`src/rtl/memory.sv`:
```
// memory: word-addressed RAM, 2^(ADDR_W-2) words, async clear on rst_n low.
// Define MEMORY_ALIGN_CHECK_EN to add align_err and block misaligned access.
module memory #(
   parameter int DATA_W = 32,
   parameter int ADDR_W = 7
) (
   input  logic              clk,
   input  logic              rst_n,
   input  logic [ADDR_W-1:0] address,
   input  logic [DATA_W-1:0] writeData,
   input  logic              trigWrite,
   input  logic              trigRead,
   output logic [DATA_W-1:0] readData
`ifdef MEMORY_ALIGN_CHECK_EN
   ,
   output logic              align_err
`endif
);

   localparam int WORDS = 1 << (ADDR_W - 2);

   logic [DATA_W-1:0] mem [WORDS];
   logic [ADDR_W-3:0] idx;
   logic              wr_ok;
   logic              rd_ok;

   assign idx = address[ADDR_W-1:2];

`ifdef MEMORY_ALIGN_CHECK_EN
   logic misal;

   assign misal     = (address[1:0] != 2'b00);
   assign align_err = (trigRead | trigWrite) & misal;
   assign wr_ok     = trigWrite & ~misal;
   assign rd_ok     = trigRead & ~misal;
`else
   // Low address bits alias within a word.
   logic unused_lo;

   assign unused_lo = ^address[1:0];
   assign wr_ok     = trigWrite;
   assign rd_ok     = trigRead;
`endif

   always_ff @(posedge clk or negedge rst_n) begin
      if (!rst_n) begin
         for (int i = 0; i < WORDS; i++) begin
            mem[i] <= '0;
         end
      end else if (wr_ok) begin
         mem[idx] <= writeData;
      end
   end

   assign readData = rd_ok ? mem[idx] : '0;

endmodule

```
`config.mk`:
```
export PLATFORM = sky130hd
export DESIGN_NAME = memory
export DESIGN_NICKNAME = d
export VERILOG_FILES = /design/src/rtl/memory.sv
export SDC_FILE = /design/constraint.sdc
export NUM_CORES = 1
export LEC_CHECK = 0
export ABC_CLOCK_PERIOD_IN_PS = 1720
export BUFFER_PORTS_ARGS = -buffer_cell sky130_fd_sc_hd__buf_2
export CAP_MARGIN = 20
export CORE_ASPECT_RATIO = 1.25
export CORE_UTILIZATION = 24
export DETAILED_ROUTE_END_ITERATION = 10
export GPL_TIMING_DRIVEN = 0
export RECOVER_POWER = 50
export SLEW_MARGIN = 20
export SYNTH_ARGS = -nofsm -noshare
export SYNTH_HDL_FRONTEND = slang
export SYNTH_SLANG_ARGS = --single-unit
```
`constraint.sdc`:
```
create_clock -name clk -period 1.72 [get_ports clk]
set_input_delay 0.172 -clock clk [delete_from_list [all_inputs] [get_ports clk]]
set_output_delay 0.172 -clock clk [all_outputs]
set_load 0.05 [all_outputs]
```
==> flow_summary_export.csv <==
group,metric,value,unit
logic_synthesis,synth_seq_area_share,55.0,%
routing,wl_per_cell,25.6,µm
critical_path,critical_path.endpoint_type,"output port",
sta,achievable-frequency,417,MHz
cells_and_area,fill_cells,19600,
floorplanning,start_util,24.2,%
critical_path,worst-endpoint-arrival,2220,ps
logic_synthesis,syn_area_per_cell,14.1,µm²
power_and_ir_drop,p_leak,25.5,nW
routing,drt.antenna.violating_nets,0,
logic_synthesis,yosys-top-cells-area,"sky130_fd_sc_hd__dfrtp_1 55%, sky130_fd_sc_hd__mux2_2 23%, sky130_fd_sc_hd__mux2i_1 11%",
routing,vias,30100,
sta,timing_max_transition_violations_final,0,
sta,fraction_of_the_cycle_the_final_worst_path_needs,139,%
sta,setup_ws,-676,ps
logic_synthesis,synth-compound-area-share,3.95,%
cells_and_area,area_growth,23.4,%
sta,unrepaired_setup_endpoints_after_global_routing,"true",
grt,grt.overflow.total,0,
clock_network,tritoncts.num_buffers,104,
clock_network,clk_pin_slew_worst_paths,60,ps
hold_path,timing.hold.worst.class,"in2async",
logic_synthesis,predominant_post_synthesis_flop_cell,"sky130_fd_sc_hd__dfrtp_1",
grt,grtUsageTotal,15.8,%
grt,antenna_found_initial,20,
power_and_ir_drop,pwr_density_cell,1140,mW/mm²
sta,fin_worst_skew,0,ps
sta,final-hold-violation-count,84,
placed_design,detailedPlacementHpwl,102000,µm
logic_synthesis,synth-edff-count,0,
logic_synthesis,synthArstFlopShare,100,%
run_status,run_status,"finished with violations",
routing,drcViolationCount,32,
placed_design,placed_area,0.0507,mm²
cells_and_area,sequential_cell_area,0.0256,mm²
critical_path,critPathRequiredTime,1550,ps
grt,grt_max_degree,109,
flow_run,cap_violations,0,
routing,detail_route.iter0.violations,2473,
logic_synthesis,syn_inst,3298,
clock_network,htree_num_levels,3,
cells_and_area,final_util,29.8,%
floorplanning,num_rows,180,
logic_synthesis,yosys.area_share.xor_xnor,0,%
logic_synthesis,synth.cell_area,0.0466,mm²
logic_synthesis,synth-simple-area-share,1.94,%
floorplanning,core_region_area,0.193,mm²
placed_design,placed_cells,5925,
routing,detail_route.vias_per_cell,4.84,
routing,drt_pass1_iterations,10,
cells_and_area,number_of_flip_flops_under_the_largest_register_name,1024,
critical_path,criticalPathCategory,"in2out",
sta,worst_hold_slack,-244,ps
grt,grt_pass1_wl,225000,µm
logic_synthesis,ys_warn_count,0,
floorplanning,die-height,495,µm
cells_and_area,top_registers,"mem: 1024 flops",
power_and_ir_drop,power.ir.vdd_worst,893,µV
logic_synthesis,synth-adder-area-share,0,%
placed_design,io_buffers,71,
cells_and_area,num-nets-final,3601,
sta,finalSetupViolCount,537,
logic_synthesis,ys_seq_elements,1024,
cells_and_area,final_layout_size_suffix_gt1_share,47.3,%
clock_network,cts.root.buffer_cell,"sky130_fd_sc_hd__clkbuf_16",
cells_and_area,top_register_by_number_of_flip_flops,"mem",
logic_synthesis,syn_nets,3341,
grt,via_count_of_the_first_global_routing_pass,31300,
placed_design,gp_congestion,0.849,
clock_network,clock_sinks,1024,
clock_network,tritoncts,"yes",
routing,finalWirelength,159000,µm
critical_path,crit_path_start_kind,"primary input",
logic_synthesis,post_synthesis_mux_area_share,35.7,%
floorplanning,dieWidth,396,µm
sta,tightestPinTransition,1300,ps
power_and_ir_drop,fin_total_pwr,65.6,mW
clock_network,clock_insertion_delay_worst_skew,710,ps
cells_and_area,multi_input_comb_area,0.0211,mm²
cells_and_area,final_cell_area,0.0575,mm²
clock_network,cts.path.max_buffers,3,
floorplanning,number_of_primary_i_o_pins,75,
logic_synthesis,share_of_the_synthesized_area_in_the_top_cell_type,55.0,%
sta,maxSlewHeadroom,13.3,%
cells_and_area,final_cell_count_without_fillers,6204,
logic_synthesis,combinational_family_with_the_most_area_after_synthesis,"multiplexers",
floorplanning,die_ar,0.196,mm²
run_status,violated_checks,"design-rule violations, negative hold slack, negative setup slack",
critical_path,path_max_fanout,10,
logic_synthesis,synth.largest_area_cell,"sky130_fd_sc_hd__dfrtp_1",
sta,timing.final.crit_period,2400,ps
logic_synthesis,post_synth_num_cell_types,32,
[cells in the mapped netlist, types with 2 or more instances]
cell type	instances
sky130_fd_sc_hd__dfrtp_1	1024
sky130_fd_sc_hd__mux2_2	959
sky130_fd_sc_hd__mux2i_1	512
sky130_fd_sc_hd__o22ai_1	256
sky130_fd_sc_hd__buf_2	152
sky130_fd_sc_hd__clkbuf_1	134
sky130_fd_sc_hd__mux2_1	65
sky130_fd_sc_hd__nor4_1	64
sky130_fd_sc_hd__a21boi_1	32
sky130_fd_sc_hd__buf_4	17
sky130_fd_sc_hd__buf_6	16
sky130_fd_sc_hd__nand2_1	14
sky130_fd_sc_hd__nor2_2	8
sky130_fd_sc_hd__nand4bb_1	6
sky130_fd_sc_hd__nand3_1	4
sky130_fd_sc_hd__nand4b_1	4
sky130_fd_sc_hd__nor2_4	4
sky130_fd_sc_hd__nor3_2	4
sky130_fd_sc_hd__or4b_1	4
sky130_fd_sc_hd__nor3b_2	3
sky130_fd_sc_hd__clkbuf_2	2
sky130_fd_sc_hd__nand3_2	2
sky130_fd_sc_hd__nand3b_1	2
sky130_fd_sc_hd__nor2_1	2
[logic make-up after synthesis]
family / count (synthesis)
multiplexers: 1536
flip-flops: 1024
buffers and inverters: 321
AO/OA/AOI/OAI: 288
AND/OR/NAND/NOR: 129
[per-stage QoR]
step                setup WS (ps)  setup TNS (ps)
global placement           -21630               -
finish                       -676          -94690
floorplan                    -255           -7610
global route                 -723         -226780
CTS                          -659          -19010
detailed placement          -1700        -1043620
[cell type report]
class,instances,area share (%)
clock buffer,160,5.48
buffer,313,4.23
clock inverter,32,0.579
timing repair buffer,162,2.92
multi-input combinational,1953,36.6
sequential,1024,44.5
tap,2548,5.54
antenna,12,0.0522
[layout by cell type, fill, tap and decap left out, types with 20 or more instances in the layout]
cell type / netlist / routed
sky130_fd_sc_hd__dfrtp_1: 1024 / 1024
sky130_fd_sc_hd__mux2_2: 959 / 957
sky130_fd_sc_hd__mux2i_1: 512 / 454
sky130_fd_sc_hd__o22ai_1: 256 / 163
sky130_fd_sc_hd__clkbuf_1: 134 / 127
sky130_fd_sc_hd__clkbuf_16: 0 / 107
sky130_fd_sc_hd__buf_2: 152 / 91
sky130_fd_sc_hd__buf_6: 16 / 88
sky130_fd_sc_hd__o22ai_2: 0 / 74
sky130_fd_sc_hd__mux2_1: 65 / 67
sky130_fd_sc_hd__mux2i_2: 0 / 56
sky130_fd_sc_hd__buf_4: 17 / 50
sky130_fd_sc_hd__clkbuf_8: 0 / 47
sky130_fd_sc_hd__dlygate4sd3_1: 0 / 32
sky130_fd_sc_hd__buf_8: 0 / 31
sky130_fd_sc_hd__nor4_2: 0 / 31
sky130_fd_sc_hd__a21boi_2: 0 / 27
sky130_fd_sc_hd__nor4_4: 0 / 25
sky130_fd_sc_hd__clkbuf_2: 2 / 22
sky130_fd_sc_hd__clkinv_2: 0 / 20
[report_power, final]
group / leakage, nW / total [mW] / switching, mW / internal, mW
registers: 13.1 / 31.2 / 2.39 / 28.8
logic: 10.7 / 11.3 / 5.32 / 6.01
clock network: 1.73 / 23.1 / 10.0 / 13.1
total: 25.5 / 65.6 / 17.7 / 47.9
[final timing paths]
| check | start | slack (ps) | end | cells after the start |
|---|---|---|---|---|
| worst min-delay path | rst_n | -240 | mem[388] | 1 |
| min in group clk | address[3] | 110 | mem[159] | 4 |
| worst max-delay path | address[2] | -680 | readData[21] | 9 |
| worst max register to register | mem[352] | 820 | mem[352] | 2 |
| max in group asynchronous | rst_n | -340 | mem[471] | 6 |
| worst min register to register | mem[228] | 490 | mem[228] | 1 |
[worst max-delay path, stage by stage]
cell	delay, ps
sky130_fd_sc_hd__buf_2	150
sky130_fd_sc_hd__buf_6	160
sky130_fd_sc_hd__or4b_1	530
sky130_fd_sc_hd__clkbuf_8	200
sky130_fd_sc_hd__buf_6	180
sky130_fd_sc_hd__o22ai_1	160
sky130_fd_sc_hd__nor4_2	90
sky130_fd_sc_hd__a21boi_2	350
sky130_fd_sc_hd__buf_6	220
[layer usage]
layer  wire, µm  GRT usage [%]
met4       7060           7.04
met5        135              0
met2      74000           25.4
met3      10100           3.12
met1      67200           20.6
[timing repair]
item / in CTS / in global routing
gates cloned: 13 / 3
endpoints found under the hold margin: 211 / 147
setup endpoints to repair: 404 / 307
buffers inserted: 23 / 10
pin swaps: 87 / 67
gates resized for setup: 416 / 158
hold buffers: 32 / 2
Power figures use the tool's default switching activity.
